**src/rtl/sc_pkg.sv**
```systemverilog
// Shared types and constants for the stochastic-multiply job scheduler.
package sc_pkg;

    typedef enum logic [2:0] {
        ST_IDLE,
        ST_SEED,
        ST_RUN,
        ST_DRAIN,
        ST_DONE
    } sched_state_t;

    localparam logic MODE_UNI = 1'b0;   // AND gate, unipolar encoding
    localparam logic MODE_BI  = 1'b1;   // XNOR gate, bipolar encoding

    localparam int LFSR_W       = 31;
    localparam int TAP_A_HI     = 30;
    localparam int TAP_A_LO     = 27;
    localparam int TAP_B_HI     = 16;
    localparam int TAP_B_LO     = 12;
    localparam int DRAIN_CYCLES = 2;    // one per stream-unit register stage

    // Bitstream length 16 << sel, clamped to the longest supported stream.
    function automatic int unsigned len_decode(input logic [1:0] sel,
                                               input int unsigned log2_max);
        int unsigned l;
        l = 32'd4 + 32'(sel);
        if (l > log2_max) l = log2_max;
        return 32'd1 << l;
    endfunction

    // One Fibonacci shift: feedback from two taps enters at bit 0.
    function automatic logic [LFSR_W-1:0] lfsr_next(input logic [LFSR_W-1:0] s,
                                                    input int hi,
                                                    input int lo);
        return {s[LFSR_W-2:0], s[hi] ^ s[lo]};
    endfunction

endpackage

```
**src/rtl/sc_job_scheduler_if.sv**
```systemverilog
// Request/result bus between requesters, result consumer and the scheduler.
interface sc_job_scheduler_if #(
    parameter int LEN_LOG2_MAX = 7
);
    logic [1:0]            req_valid;
    logic [1:0]            req_ready;
    logic [3:0]            req_pa0;
    logic [3:0]            req_pb0;
    logic [3:0]            req_pa1;
    logic [3:0]            req_pb1;
    logic [1:0]            req_mode;
    logic [1:0]            len_sel;
    logic                  res_valid;
    logic                  res_ready;
    logic [LEN_LOG2_MAX:0] res_count;
    logic                  res_id;

    // Requester/consumer side.
    modport master (
        output req_valid, req_pa0, req_pb0, req_pa1, req_pb1, req_mode, len_sel,
               res_ready,
        input  req_ready, res_valid, res_count, res_id
    );

    // Scheduler side.
    modport slave (
        input  req_valid, req_pa0, req_pb0, req_pa1, req_pb1, req_mode, len_sel,
               res_ready,
        output req_ready, res_valid, res_count, res_id
    );
endinterface

```
**src/rtl/sc_stream_unit.sv**
```systemverilog
// Shared stochastic stream unit: two LFSRs, two comparators and a mode gate,
// with a valid tag carried through two register stages.
module sc_stream_unit
    import sc_pkg::*;
#(
    parameter logic [LFSR_W-1:0] SEED_A = 31'd1,
    parameter logic [LFSR_W-1:0] SEED_B = 31'd2
) (
    input  logic       clk,
    input  logic       rst_n,       // synchronous, active-high
    input  logic       seed_load,
    input  logic       en,
    input  logic [3:0] pa,
    input  logic [3:0] pb,
    input  logic       mode,
    output logic       out_bit,
    output logic       out_valid
);

    logic [LFSR_W-1:0] lfsr_a;
    logic [LFSR_W-1:0] lfsr_b;
    logic              cmp_a;
    logic              cmp_b;
    logic              cmp_valid;

    // LFSRs: reload seeds on reset or job start, advance only while enabled.
    always_ff @(posedge clk) begin
        if (rst_n || seed_load) begin
            lfsr_a <= SEED_A;
            lfsr_b <= SEED_B;
        end else if (en) begin
            lfsr_a <= lfsr_next(lfsr_a, TAP_A_HI, TAP_A_LO);
            lfsr_b <= lfsr_next(lfsr_b, TAP_B_HI, TAP_B_LO);
        end
    end

    // Stage 1: compare LFSR top nibbles against operands; tag bits born while enabled.
    always_ff @(posedge clk) begin
        if (rst_n) begin
            cmp_a     <= 1'b0;
            cmp_b     <= 1'b0;
            cmp_valid <= 1'b0;
        end else begin
            cmp_valid <= en;
            if (en) begin
                cmp_a <= (lfsr_a[LFSR_W-1 -: 4] < pa);
                cmp_b <= (lfsr_b[LFSR_W-1 -: 4] < pb);
            end
        end
    end

    // Stage 2: multiply gate (AND or XNOR) with the valid tag following along.
    always_ff @(posedge clk) begin
        if (rst_n) begin
            out_bit   <= 1'b0;
            out_valid <= 1'b0;
        end else begin
            out_valid <= cmp_valid;
            out_bit   <= (mode == MODE_BI) ? ~(cmp_a ^ cmp_b) : (cmp_a & cmp_b);
        end
    end

endmodule

```
**src/rtl/sc_job_scheduler.sv**
```systemverilog
// Round-robin job scheduler for two requesters sharing one stochastic stream
// unit; returns the ones-count of each job over a valid/ready handshake.
module sc_job_scheduler
    import sc_pkg::*;
#(
    parameter int                LEN_LOG2_MAX = 7,
    parameter logic [LFSR_W-1:0] SEED_A       = 31'd1,
    parameter logic [LFSR_W-1:0] SEED_B       = 31'd2
) (
    input  logic                clk,
    input  logic                rst_n,      // synchronous, active-high
    sc_job_scheduler_if.slave   bus,
    output logic                busy
);

    localparam int CNT_W = LEN_LOG2_MAX + 1;

    sched_state_t     state;
    sched_state_t     state_nxt;
    logic             last_grant;
    logic             grant_id;
    logic             accept;
    logic [1:0]       req_ready_c;
    logic [CNT_W-1:0] len_n;
    logic [CNT_W-1:0] cyc_cnt;
    logic [CNT_W-1:0] ones_cnt;
    logic [3:0]       pa_q;
    logic [3:0]       pb_q;
    logic             mode_q;
    logic             id_q;
    logic             su_bit;
    logic             su_valid;

    assign len_n = CNT_W'(len_decode(bus.len_sel, LEN_LOG2_MAX));

    // Arbiter: grant in IDLE only; on contention pick the requester not granted last.
    always_comb begin
        // NOTE: every output of a combinational block gets a default first so no latch is inferred.
        grant_id    = 1'b0;
        accept      = 1'b0;
        req_ready_c = 2'b00;
        if (!rst_n && state == ST_IDLE && |bus.req_valid) begin
            accept   = 1'b1;
            grant_id = (&bus.req_valid) ? ~last_grant : bus.req_valid[1];
            req_ready_c[grant_id] = 1'b1;
        end
    end

    assign bus.req_ready = req_ready_c;

    // FSM state register.
    always_ff @(posedge clk) begin
        // NOTE: sequential state uses non-blocking assignment so all registers update together.
        if (rst_n) state <= ST_IDLE;
        else       state <= state_nxt;
    end

    // FSM next-state: IDLE -> SEED -> RUN (N) -> DRAIN (2) -> DONE -> IDLE.
    always_comb begin
        state_nxt = state;
        unique case (state)
            ST_IDLE:  if (accept) state_nxt = ST_SEED;
            ST_SEED:  state_nxt = ST_RUN;
            ST_RUN:   if (cyc_cnt == '0) state_nxt = ST_DRAIN;
            ST_DRAIN: if (cyc_cnt == '0) state_nxt = ST_DONE;
            ST_DONE:  if (bus.res_ready) state_nxt = ST_IDLE;
            default:  state_nxt = ST_IDLE;
        endcase
    end

    // Job latch, round-robin pointer, cycle down-counter and ones counter.
    always_ff @(posedge clk) begin
        if (rst_n) begin
            // NOTE: job/result registers are reset too, so res_count and res_id read 0 after reset.
            last_grant <= 1'b1;
            pa_q       <= '0;
            pb_q       <= '0;
            mode_q     <= MODE_UNI;
            id_q       <= 1'b0;
            cyc_cnt    <= '0;
            ones_cnt   <= '0;
        end else begin
            if (su_valid && su_bit) ones_cnt <= ones_cnt + 1'b1;
            unique case (state)
                ST_IDLE: begin
                    if (accept) begin
                        last_grant <= grant_id;
                        id_q       <= grant_id;
                        pa_q       <= grant_id ? bus.req_pa1 : bus.req_pa0;
                        pb_q       <= grant_id ? bus.req_pb1 : bus.req_pb0;
                        mode_q     <= bus.req_mode[grant_id];
                        cyc_cnt    <= len_n - 1'b1;
                        ones_cnt   <= '0;
                    end
                end
                ST_RUN: begin
                    if (cyc_cnt == '0) cyc_cnt <= CNT_W'(DRAIN_CYCLES - 1);
                    else               cyc_cnt <= cyc_cnt - 1'b1;
                end
                ST_DRAIN: begin
                    if (cyc_cnt != '0) cyc_cnt <= cyc_cnt - 1'b1;
                end
                default: ;
            endcase
        end
    end

    sc_stream_unit #(
        .SEED_A (SEED_A),
        .SEED_B (SEED_B)
    ) u_stream (
        .clk       (clk),
        .rst_n     (rst_n),
        .seed_load (state == ST_SEED),
        .en        (state == ST_RUN),
        .pa        (pa_q),
        .pb        (pb_q),
        .mode      (mode_q),
        .out_bit   (su_bit),
        .out_valid (su_valid)
    );

    assign bus.res_valid = (state == ST_DONE);
    assign bus.res_count = ones_cnt;
    assign bus.res_id    = id_q;
    assign busy          = (state != ST_IDLE);

endmodule

```
**src/flat_wrapper.sv**
```systemverilog
// flat-port wrapper written by rule: the top's interface ports become plain ports
module sc_job_scheduler_flat import sc_pkg::*;
#(
    parameter int                LEN_LOG2_MAX = 7,
    parameter logic [LFSR_W-1:0] SEED_A       = 31'd1,
    parameter logic [LFSR_W-1:0] SEED_B       = 31'd2
)
  (clk, rst_n, busy, bus_req_valid, bus_req_pa0, bus_req_pb0, bus_req_pa1, bus_req_pb1, bus_req_mode, bus_len_sel, bus_res_ready, bus_req_ready, bus_res_valid, bus_res_count, bus_res_id);
  sc_job_scheduler_if #(.LEN_LOG2_MAX(LEN_LOG2_MAX)) bus_i ();
  input  logic clk;
  input  logic rst_n;
  output logic busy;
  input wire logic [$bits(bus_i.req_valid)-1:0] bus_req_valid;
  input wire logic [$bits(bus_i.req_pa0)-1:0] bus_req_pa0;
  input wire logic [$bits(bus_i.req_pb0)-1:0] bus_req_pb0;
  input wire logic [$bits(bus_i.req_pa1)-1:0] bus_req_pa1;
  input wire logic [$bits(bus_i.req_pb1)-1:0] bus_req_pb1;
  input wire logic [$bits(bus_i.req_mode)-1:0] bus_req_mode;
  input wire logic [$bits(bus_i.len_sel)-1:0] bus_len_sel;
  input wire logic [$bits(bus_i.res_ready)-1:0] bus_res_ready;
  output wire logic [$bits(bus_i.req_ready)-1:0] bus_req_ready;
  output wire logic [$bits(bus_i.res_valid)-1:0] bus_res_valid;
  output wire logic [$bits(bus_i.res_count)-1:0] bus_res_count;
  output wire logic [$bits(bus_i.res_id)-1:0] bus_res_id;
  assign bus_i.req_valid = bus_req_valid;
  assign bus_i.req_pa0 = bus_req_pa0;
  assign bus_i.req_pb0 = bus_req_pb0;
  assign bus_i.req_pa1 = bus_req_pa1;
  assign bus_i.req_pb1 = bus_req_pb1;
  assign bus_i.req_mode = bus_req_mode;
  assign bus_i.len_sel = bus_len_sel;
  assign bus_i.res_ready = bus_res_ready;
  assign bus_req_ready = bus_i.req_ready;
  assign bus_res_valid = bus_i.res_valid;
  assign bus_res_count = bus_i.res_count;
  assign bus_res_id = bus_i.res_id;
  sc_job_scheduler #(.LEN_LOG2_MAX(LEN_LOG2_MAX), .SEED_A(SEED_A), .SEED_B(SEED_B)) u_core (.clk(clk), .rst_n(rst_n), .bus(bus_i), .busy(busy));
endmodule
```
**config.mk**
```make
export PLATFORM = sky130hd
export DESIGN_NAME = sc_job_scheduler_flat
export DESIGN_NICKNAME = d
export VERILOG_FILES = /design/src/rtl/sc_pkg.sv /design/src/rtl/sc_job_scheduler_if.sv /design/src/rtl/sc_stream_unit.sv /design/src/rtl/sc_job_scheduler.sv /design/src/flat_wrapper.sv
export SDC_FILE = /design/constraint.sdc
export NUM_CORES = 1
export LEC_CHECK = 0
export CORE_MARGIN = 3
export CORE_UTILIZATION = 55
export DETAILED_ROUTE_END_ITERATION = 12
export PLACE_DENSITY = 0.77
export SETUP_SLACK_MARGIN = 0.02
export SYNTH_ARGS = -nofsm -noshare
export SYNTH_HDL_FRONTEND = slang
export SYNTH_SLANG_ARGS = --single-unit
```
**constraint.sdc**
```tcl
create_clock -name clk -period 2.43 [get_ports clk]
set_clock_uncertainty 0.05 [all_clocks]
set_input_delay 0.486 -clock clk [delete_from_list [all_inputs] [get_ports clk]]
set_output_delay 0.486 -clock clk [all_outputs]
set_load 0.01 [all_outputs]
```
---- Word-level counts from Yosys, hierarchy flattened ----
Index checks and enable logic that the tools add are counted.
storage, ports and cells
  latch bits .............................. 0
  memory bits (writable) .................. 0
  memories kept ........................... 0
  output and inout bits ................... 13
  logic and storage cells ................. 81
  register bits ........................... 97
  bits in read-only memories .............. 0
cells by class
  multiplexer cells ....................... 24
  reductions and logical operators ........ 16
  divide/modulo/power cells ............... 0
  shift operators ......................... 1
  order comparisons ....................... 6
  $mul .................................... 0
  bitwise gates (word level) .............. 6
  add/subtract/negate cells ............... 4
  equality and inequality tests ........... 9
operators with widths
  kind                                                                     count
  8-bit two-way mux                                                        6
  32-bit by 3-bit > comparator with 1-bit output, second input constant    1
  32-bit two-way mux                                                       1
  1-bit by 32-bit left shift with 8-bit output, first input constant       1
  8-bit one-hot mux with 3 select lines                                    1
  8-bit by 1-bit subtractor with 8-bit output, second input constant       2
  3-bit one-hot mux with 5 select lines                                    1
  3-bit two-way mux                                                        4
  8-bit by 1-bit adder with 8-bit output, second input constant            1
  8-bit logical NOT                                                        1
  4-bit < comparator                                                       2
  4-bit two-way mux                                                        2
  2-bit by 1-bit inequality test with 1-bit output, second input constant  4
  8-bit nonzero test                                                       1
  1-bit two-way mux                                                        7
  3-bit by 2-bit equality test with 1-bit output, second input constant    2
  3-bit nonzero test                                                       2
  3-bit by 2-bit adder with 4-bit output, first input constant             1
  1-bit logical AND                                                        4
  1-bit by 2-bit < comparator with 1-bit output, second input constant     2
  2-bit AND reduction                                                      2
  4-bit AND reduction                                                      1
  3-bit by 1-bit equality test with 1-bit output, second input constant    1
  3-bit equality test, second input constant                               1
  other kinds (12)                                                         15

---- Longest topological paths before layout ----
Gate-level depths: netlist of run 1.
  word-level depth ........................ 7
  gate-level depth with buffers ........... 7

---- By module ----
From an unflattened synthesis of run 1, not the netlist that was laid out.
second synthesis, totals
  cell total of the unflattened synthesis .. 433
  area, all modules ....................... 4,191.5 um^2
modules (own cells, without submodules)
  module            area an instance (um^2)  cells an instance  instances  sequential area each (um^2)
  sc_stream_unit    2,558.7                  240                1          1,341.3
  sc_job_scheduler  1,632.8                  193                1          600.6

---- Least setup slack after synthesis of run 1 ----
Ideal clock, no wire load.
  path type ............................... input -> output
  start ................................... input port bus_req_valid[1]
  end ..................................... output port bus_req_ready[1]
  cell stages on the path ................. 4
  setup slack ............................. 456 ps
  required time ........................... 1,894 ps
  buffers on the path ..................... 2
  data arrival time ....................... 1,438 ps
  cells stage by stage .................... a21boi_0 > buf_1 > and3_1 > buf_4
between the ends
  cells in the longest elaborated chain, start to end .. 7
  elaborated cells on any way between the ends .. 10
  those cells by class .................... order compare: 2; mux: 4; reduce/logical: 4
ends and longest elaborated chain
  item                                                                                                                             RTL line                source
  start, declared                                                                                                                  flat_wrapper.sv:13      input wire logic [$bits(bus_i.req_valid)-1:0] bus_req_valid;
  2-bit AND reduction                                                                                                              sc_job_scheduler.sv:44  grant_id = (&bus.req_valid) ? ~last_grant : bus.req_valid[1];
  1-bit two-way mux                                                                                                                sc_job_scheduler.sv:44
  1-bit by 2-bit < comparator with 1-bit output (implied by the code) / 1-bit greater-or-equal comparator (equally long branches)  sc_job_scheduler.sv:45  req_ready_c[grant_id] = 1'b1;
  1-bit logical AND (implied by the code)                                                                                          sc_job_scheduler.sv:45
  1-bit two-way mux (implied by the code)                                                                                          sc_job_scheduler.sv:45
  1-bit demux with 1-bit select                                                                                                    -
  2-bit two-way mux *                                                                                                              sc_job_scheduler.sv:42  if (!rst_n && state == ST_IDLE && |bus.req_valid) begin
  end, declared                                                                                                                    flat_wrapper.sv:21      output wire logic [$bits(bus_i.req_ready)-1:0] bus_req_ready;
Every way passes the cells marked *; elsewhere a longest branch is shown, timed or not.

---- Worst setup path after layout of run 1 ----
  start ................................... register u_core.state[2]
  end ..................................... output port bus_res_valid
between the ends
  cells in the longest elaborated chain, start to end .. 1
ends and longest elaborated chain
  item                    RTL line                 source
  start, declared         sc_job_scheduler.sv:18   sched_state_t state;
  start signal, assigned  sc_job_scheduler.sv:55   else state <= state_nxt;
  3-bit equality test     sc_job_scheduler.sv:123  assign bus.res_valid = (state == ST_DONE);
  end, declared           flat_wrapper.sv:22       output wire logic [$bits(bus_i.res_valid)-1:0] bus_res_valid;
Every way passes these cells.

==> results of run 1 <==
==> routing by layer <==
layer	global-route usage (%)	vias to the layer above	share of wire, %
li1	-	1708	-
met1	22.8	1540	48
met2	31.7	60	46
met3	3.31	8	4.4
met4	7.66	0	1.2
met5	0	-	0
==> worst max-delay path, cell delays in order, from the launching register on <==
cell	delay (ns)
dfxtp_2	0.43
inv_1	0.10
nor3_1	0.27
clkdlybuf4s50_1	0.59
==> flip-flops by register name, indices dropped and copies added, names as in the netlist <==
signal,cells
u_core.u_stream.lfsr_a,31
u_core.u_stream.cmp_b,1
u_core.last_grant,1
u_core.bus.res_count,8
u_core.u_stream.cmp_a,1
u_core.pa_q,4
u_core.pb_q,4
u_core.mode_q,1
u_core.u_stream.out_valid,1
u_core.u_stream.out_bit,1
u_core.bus.res_id,1
u_core.u_stream.lfsr_b,31
u_core.cyc_cnt,8
u_core.state,3
u_core.u_stream.cmp_valid,1
==> layout make-up <==
cell class | count | area (sq um) | share of cell area [%]
Sequential cell | 97 | 1940 | 41.4
Clock inverter | 6 | 43.8 | 0.934
Clock buffer | 10 | 128 | 2.72
Timing Repair Buffer | 54 | 520 | 11.1
Multi-Input combinational cell | 348 | 1890 | 40.2
Inverter | 13 | 48.8 | 1.04
Tap cell | 96 | 120 | 2.56
==> worst max-delay path by stage <==
stage          cells past startpoint  slack [ns]               end
6_report                           3        0.14     bus_res_valid
5_1_grt                            3        0.02     bus_res_valid
4_1_cts                            3        0.12     bus_res_valid
3_5_place_dp                       4       -0.12  bus_req_ready[1]
3_3_place_gp                       4       -0.05  bus_req_ready[1]
2_1_floorplan                      4        0.46  bus_req_ready[1]
==> logic make-up after synthesis <==
logic type               Yosys count
AND/OR/NAND/NOR                  208
AO/OA/AOI/OAI                    111
flip-flops                        97
buffers and inverters             45
XOR/XNOR                          10
adder cells (fa/ha/maj)           10
multiplexers                       9
==> report_power, final <==
group | switching (mW) | leakage, nW | total, mW | internal, mW
Clock | 0.551 | 0.0866 | 0.927 | 0.376
Sequential | 0.0856 | 0.787 | 1.78 | 1.70
Combinational | 0.555 | 0.775 | 0.933 | 0.379
Total | 1.19 | 1.65 | 3.64 | 2.45
==> Yosys cell counts (2+ instances only) <==
master | n | area share (%)
nand2_1 | 129 | 12
dfxtp_1 | 97 | 48
a21oi_1 | 69 | 8.6
nor2_1 | 31 | 2.9
clkbuf_1 | 24 | 2.2
inv_1 | 13 | 1.2
o21ai_0 | 13 | 1.6
ha_1 | 10 | 3.1
a211oi_1 | 9 | 1.7
mux2i_1 | 9 | 2.2
nor3_1 | 8 | 1.0
nand2b_1 | 6 | 0.94
xor2_1 | 6 | 1.3
nand3b_1 | 4 | 0.75
nor2b_1 | 4 | 0.62
nor4_1 | 4 | 0.62
xnor2_1 | 4 | 0.87
a21o_1 | 3 | 0.56
and3_1 | 3 | 0.47
nand3_1 | 3 | 0.37
o41ai_1 | 3 | 0.66
or3_1 | 3 | 0.47
a22oi_1 | 2 | 0.37
buf_1 | 2 | 0.19
buf_4 | 2 | 0.37
buf_6 | 2 | 0.56
nand4_1 | 2 | 0.31
nor3b_1 | 2 | 0.37
or4_4 | 2 | 0.56
==> results.txt, run 1 <==
status = finished clean
Total Wirelength = 7500 microns
CTS Buf Count = 9
Core ar. = 6940 sq um
clock tree sinks = 97
initial antenna violation count = 0
Top FF cell, synth = dfxtp_1
Avg Inst Size Synth = 8.18 sq um
Root Driver = clkbuf_8
LEAKAGE = 1.65 nW
Routed WL per cell = 12.0 microns
CP startpoint = u_core.state[2]$_SDFFE_PP0P_
Layout Utilization = 67.5%
Finished Layout Cells = 624
Die W = 91.4 microns
RSZ-0062 raised after global routing = no
Max Cap Viol = 0
FMAX = 0.437 GHz
GRT Util Overall = 18.5%
hold path cells = 2
fill count = 574
largest family of logic cells by synthesized area = simple AND/OR/NAND/NOR gates
Critical R2R Capture = u_core.cyc_cnt[6]$_SDFFE_PP0P_
synthesis-to-finish area growth = 17.0%
Worst-Skew Late Latency = 0.36 ns
Placed Instances = 608
vias = 3316
Simple-Gate Fraction of Synth Area = 22.8%
Worst Hold Path EP = u_core.u_stream.lfsr_a[25]$_SDFFE_PP0P_
Final #Nets = 558
share of cells above drive strength 1 = 8.52%
dpl ws = -0.125 ns
Placer Congestion = 0.878
number of DRC markers in iteration 0 = 127
reg2reg start = u_core.cyc_cnt[0]$_SDFFE_PP0P_
IO Pins = 38
largest net degree at the start of global routing = 63
synthesized area = 4010 sq um
drt first pass iters = 4
Synth async-reset ratio = 0%
Hold Crit Start = u_core.u_stream.lfsr_a[24]$_SDFFE_PP0P_
H-Tree Depth = 3
crit start category = flip-flop
row count = 30
grt total ovfl = 0
cells after synthesis = 490
Seq/Total Area, Yosys = 48.4%
Syn. warnings = 0
final setup margin = 0.142 ns
# DRC = 0
# port buffers = 37
Pins Over Slew Limit = 0
minimum clock period = 2.29 ns
postcts setup bufs = 0
Resize count post-CTS = 6
Tot Pwr = 3.64 mW
CTS tree = built
multiplexer share of the synthesized area = 2.25%
die height = 91.4 microns
Setup CP Type = flip-flop to output pin
nature of the critical path endpoint = output pin
antenna viol nets, final = 0
Via density = 5.31
final setup fails = 0
Slew headroom = 68.1%
xor and xnor area share after synthesis = 2.18%
diodes inserted = 0
Initial Util = 57.7%
most frequent cells in the layout = 129 x nand2_1, 96 x dfxtp_1, 69 x a21oi_1
hold violation total from the final report = 0
syn nets = 525
critical path required time = 1.89 ns
worst-path fanout max = 9
vias in the first global route = 2991
Final period util = 94.2%
commonest non-fill, non-tap cell in the layout = nand2_1
first-pass GRT wire length = 12900 microns
hold_buf cts = 0
clock buffer depth = 2
Post-synth EDFFs = 0
CP Data Arrival Time = 1.75 ns
Die Footprint = 8350 sq um
Max IR drop VDD = 0.373 mV
clk slew on worst S/H paths = 0.10 ns
FF-to-FF setup slack = 0.32 ns
dpl cell area = 4500 sq um
dpl hpwl = 5100 microns
Post-Synth Adder-Cell Area = 3.12%
Cell variety after synth = 50
Min-Delay Path Class = flip-flop to flip-flop
final instance area = 4690 sq um
pwr dens = 777 nW/um^2
Hold WS = 0.401 ns
worst r2r path cells = 7
worst slew pin tran = 0.477 ns
Compound-Gate Fraction of Synth Area = 16.0%
synthesized flop and latch total = 97
Final TNS setup = 0 ns
Note: power is estimated with default switching activity, not from simulation.
==> run 2: changes to the inputs <==
--- a/config.mk
+++ b/config.mk
@@ -7,6 +7,7 @@
 export LEC_CHECK = 0
 export CORE_MARGIN = 3
 export CORE_UTILIZATION = 55
+export CTS_BUF_LIST = sky130_fd_sc_hd__clkbuf_8
 export DETAILED_ROUTE_END_ITERATION = 12
 export PLACE_DENSITY = 0.77
 export SETUP_SLACK_MARGIN = 0.02
==> results.txt, run 2 (same netlist as run 1, synthesis figures left out) <==
Via density = 5.31 (unchanged)
Initial Util = 57.7% (unchanged)
# port buffers = 37 (unchanged)
crit start category = flip-flop (unchanged)
dpl cell area = 4500 sq um (unchanged)
Min-Delay Path Class = flip-flop to flip-flop (unchanged)
busiest grt layer = met2 (unchanged)
# DRC = 0 (unchanged)
LEAKAGE = 1.65 nW (about the same)
final instance area = 4690 sq um (unchanged)
initial antenna violation count = 0 (unchanged)
Core ar. = 6940 sq um (unchanged)
Placer Congestion = 0.878 (unchanged)
hold violation total from the final report = 0 (unchanged)
Max IR drop VDD = 0.373 mV (about the same)
critical path required time = 1.89 ns (about the same)
RSZ-0062 raised after global routing = no (unchanged)
Pins Over Slew Limit = 0 (unchanged)
vias = 3316 (unchanged)
synthesis-to-finish area growth = 17.0% (unchanged)
commonest non-fill, non-tap cell in the layout = nand2_1 (unchanged)
Worst-Skew Late Latency = 0.36 ns (about the same)
most frequent cells in the layout = 129 x nand2_1, 96 x dfxtp_1, 69 x a21oi_1 (unchanged)
critical path's largest stage delay = 0.59 ns (about the same)
met2 GRT Util = 31.7% (unchanged)
largest net degree at the start of global routing = 63 (unchanged)
dpl hpwl = 5100 microns (unchanged)
area of the multi-input gates = 1890 sq um (unchanged)
GR Util met1 = 22.8% (unchanged)
diodes inserted = 0 (unchanged)
Die W = 91.4 microns (unchanged)
minimum clock period = 2.29 ns (about the same)
fill count = 574 (unchanged)
row count = 30 (unchanged)
grt total ovfl = 0 (unchanged)
GRT Util Overall = 18.5% (unchanged)
CP Data Arrival Time = 1.75 ns (about the same)
share of cells above drive strength 1 = 8.52% (unchanged)
H-Tree Depth = 3 (unchanged)
Setup CP Type = flip-flop to output pin (unchanged)
clock buffer depth = 2 (unchanged)
antenna viol nets, final = 0 (unchanged)
Slew headroom = 68.1% (unchanged)
Root Driver = clkbuf_8 (unchanged)
clk slew on worst S/H paths = 0.10 ns (about the same)
FMAX = 0.437 GHz (about the same)
die height = 91.4 microns (unchanged)
Final TNS setup = 0 ns (unchanged)
CP max-delay cell = clkdlybuf4s50_1 (unchanged)
Reg area = 1940 sq um (unchanged)
number of DRC markers in iteration 0 = 127 (unchanged)
CTS tree = built (unchanged)
worst-path fanout max = 9 (unchanged)
Top Registers = u_core.u_stream.lfsr_a (31), u_core.u_stream.lfsr_b (31) (unchanged)
vias in the first global route = 2991 (unchanged)
Layout Utilization = 67.5% (unchanged)
postcts setup bufs = 0 (unchanged)
final setup fails = 0 (unchanged)
crit-path cells = inv_1 > nor3_1 > clkdlybuf4s50_1 (unchanged)
first-pass GRT wire length = 12900 microns (unchanged)
met3 global-route usage = 3.31% (unchanged)
Final #Nets = 558 (unchanged)
Routed WL per cell = 12.0 microns (about the same)
status = finished clean (unchanged)
Final period util = 94.2% (about the same)
Max Cap Viol = 0 (unchanged)
IO Pins = 38 (unchanged)
drt first pass iters = 4 (unchanged)
worst slew pin tran = 0.477 ns (unchanged)
CTS Buf Count = 9 (unchanged)
nature of the critical path endpoint = output pin (unchanged)
Die Footprint = 8350 sq um (unchanged)
clock tree sinks = 97 (unchanged)
pwr dens = 776 nW/um^2 (was 777 nW/um^2)
Total Wirelength = 7500 microns (about the same)
## run 2: changes by cell type in the layout (fill, tap and decap cells not counted)
| cell | change |
|---|---|
| clkbuf_1 | -1 |
| inv_1 | +1 |
## run 2: repair_timing
item                                    4_1_cts  5_1_grt
hold buffers                                  0        0
hold endpoints to repair                      0        0
gates resized for setup                       6        0
endpoints found under the setup margin        3        0
## run 2: worst paths after layout
| path | from | to | slack, ns | cells after the start |
|---|---|---|---|---|
| max | u_core.state[2]$_SDFFE_PP0P_ | bus_res_valid | 0.14 | 3 |
| min | u_core.u_stream.lfsr_a[24]$_SDFFE_PP0P_ | u_core.u_stream.lfsr_a[25]$_SDFFE_PP0P_ | 0.40 | 2 |
| max reg2reg | u_core.cyc_cnt[0]$_SDFFE_PP0P_ | u_core.cyc_cnt[6]$_SDFFE_PP0P_ | 0.32 | 7 |
| min reg2reg | u_core.u_stream.lfsr_a[24]$_SDFFE_PP0P_ | u_core.u_stream.lfsr_a[25]$_SDFFE_PP0P_ | 0.40 | 2 |
## run 2: per-layer routing
| metal | vias to the layer above | part of all wire [%] |
|---|---|---|
| li1 | 1708 | - |
| met1 | 1540 | 48 |
| met5 | - | 0 |
| met2 | 60 | 46 |
| met4 | 0 | 1.2 |
| met3 | 8 | 4.4 |
## run 2: stage by stage
step / hold slack [ns] / power [mW] / std cells / setup WS, ns
after floorplan: 0.364 / 2.46 / 490 / 0.456
after global routing: 0.412 / 3.85 / 624 / 0.0230
final: 0.401 / 3.64 / 624 / 0.142
after CTS: 0.406 / 3.67 / 624 / 0.125
after global placement: 0.370 / 2.72 / 608 / -0.0477
after detailed placement: 0.389 / 2.75 / 608 / -0.125
## run 2: worst max-delay path, delay by kind of cell, from the launching register on
kind	cells	cell delay, ns
simple gates	1	0.27
flops	1	0.43
buf+inv	2	0.69
## run 2: cell type report
type                       count  share of cell area [%]
sequential                    97                    41.4
multi-input combinational    348                    40.2
timing repair buffer          54                    11.1
clock buffer                   9                    2.64
tap                           96                    2.56
inverter                      13                    1.04
clock inverter                 7                    1.01
## run 2: where the power goes
part	switching (mW)	internal, mW	leakage, nW
registers	0.0856	1.70	0.787
logic	0.555	0.379	0.775
clock network	0.551	0.372	0.0908
==> run 3: changes to the inputs <==
--- a/config.mk
+++ b/config.mk
@@ -14,3 +14,4 @@
 export SYNTH_ARGS = -nofsm -noshare
 export SYNTH_HDL_FRONTEND = slang
 export SYNTH_SLANG_ARGS = --single-unit
+export TNS_END_PERCENT = 5
==> results of run 3 <==
Same layout as run 2: the final DEF is identical, and so are final timing and power.
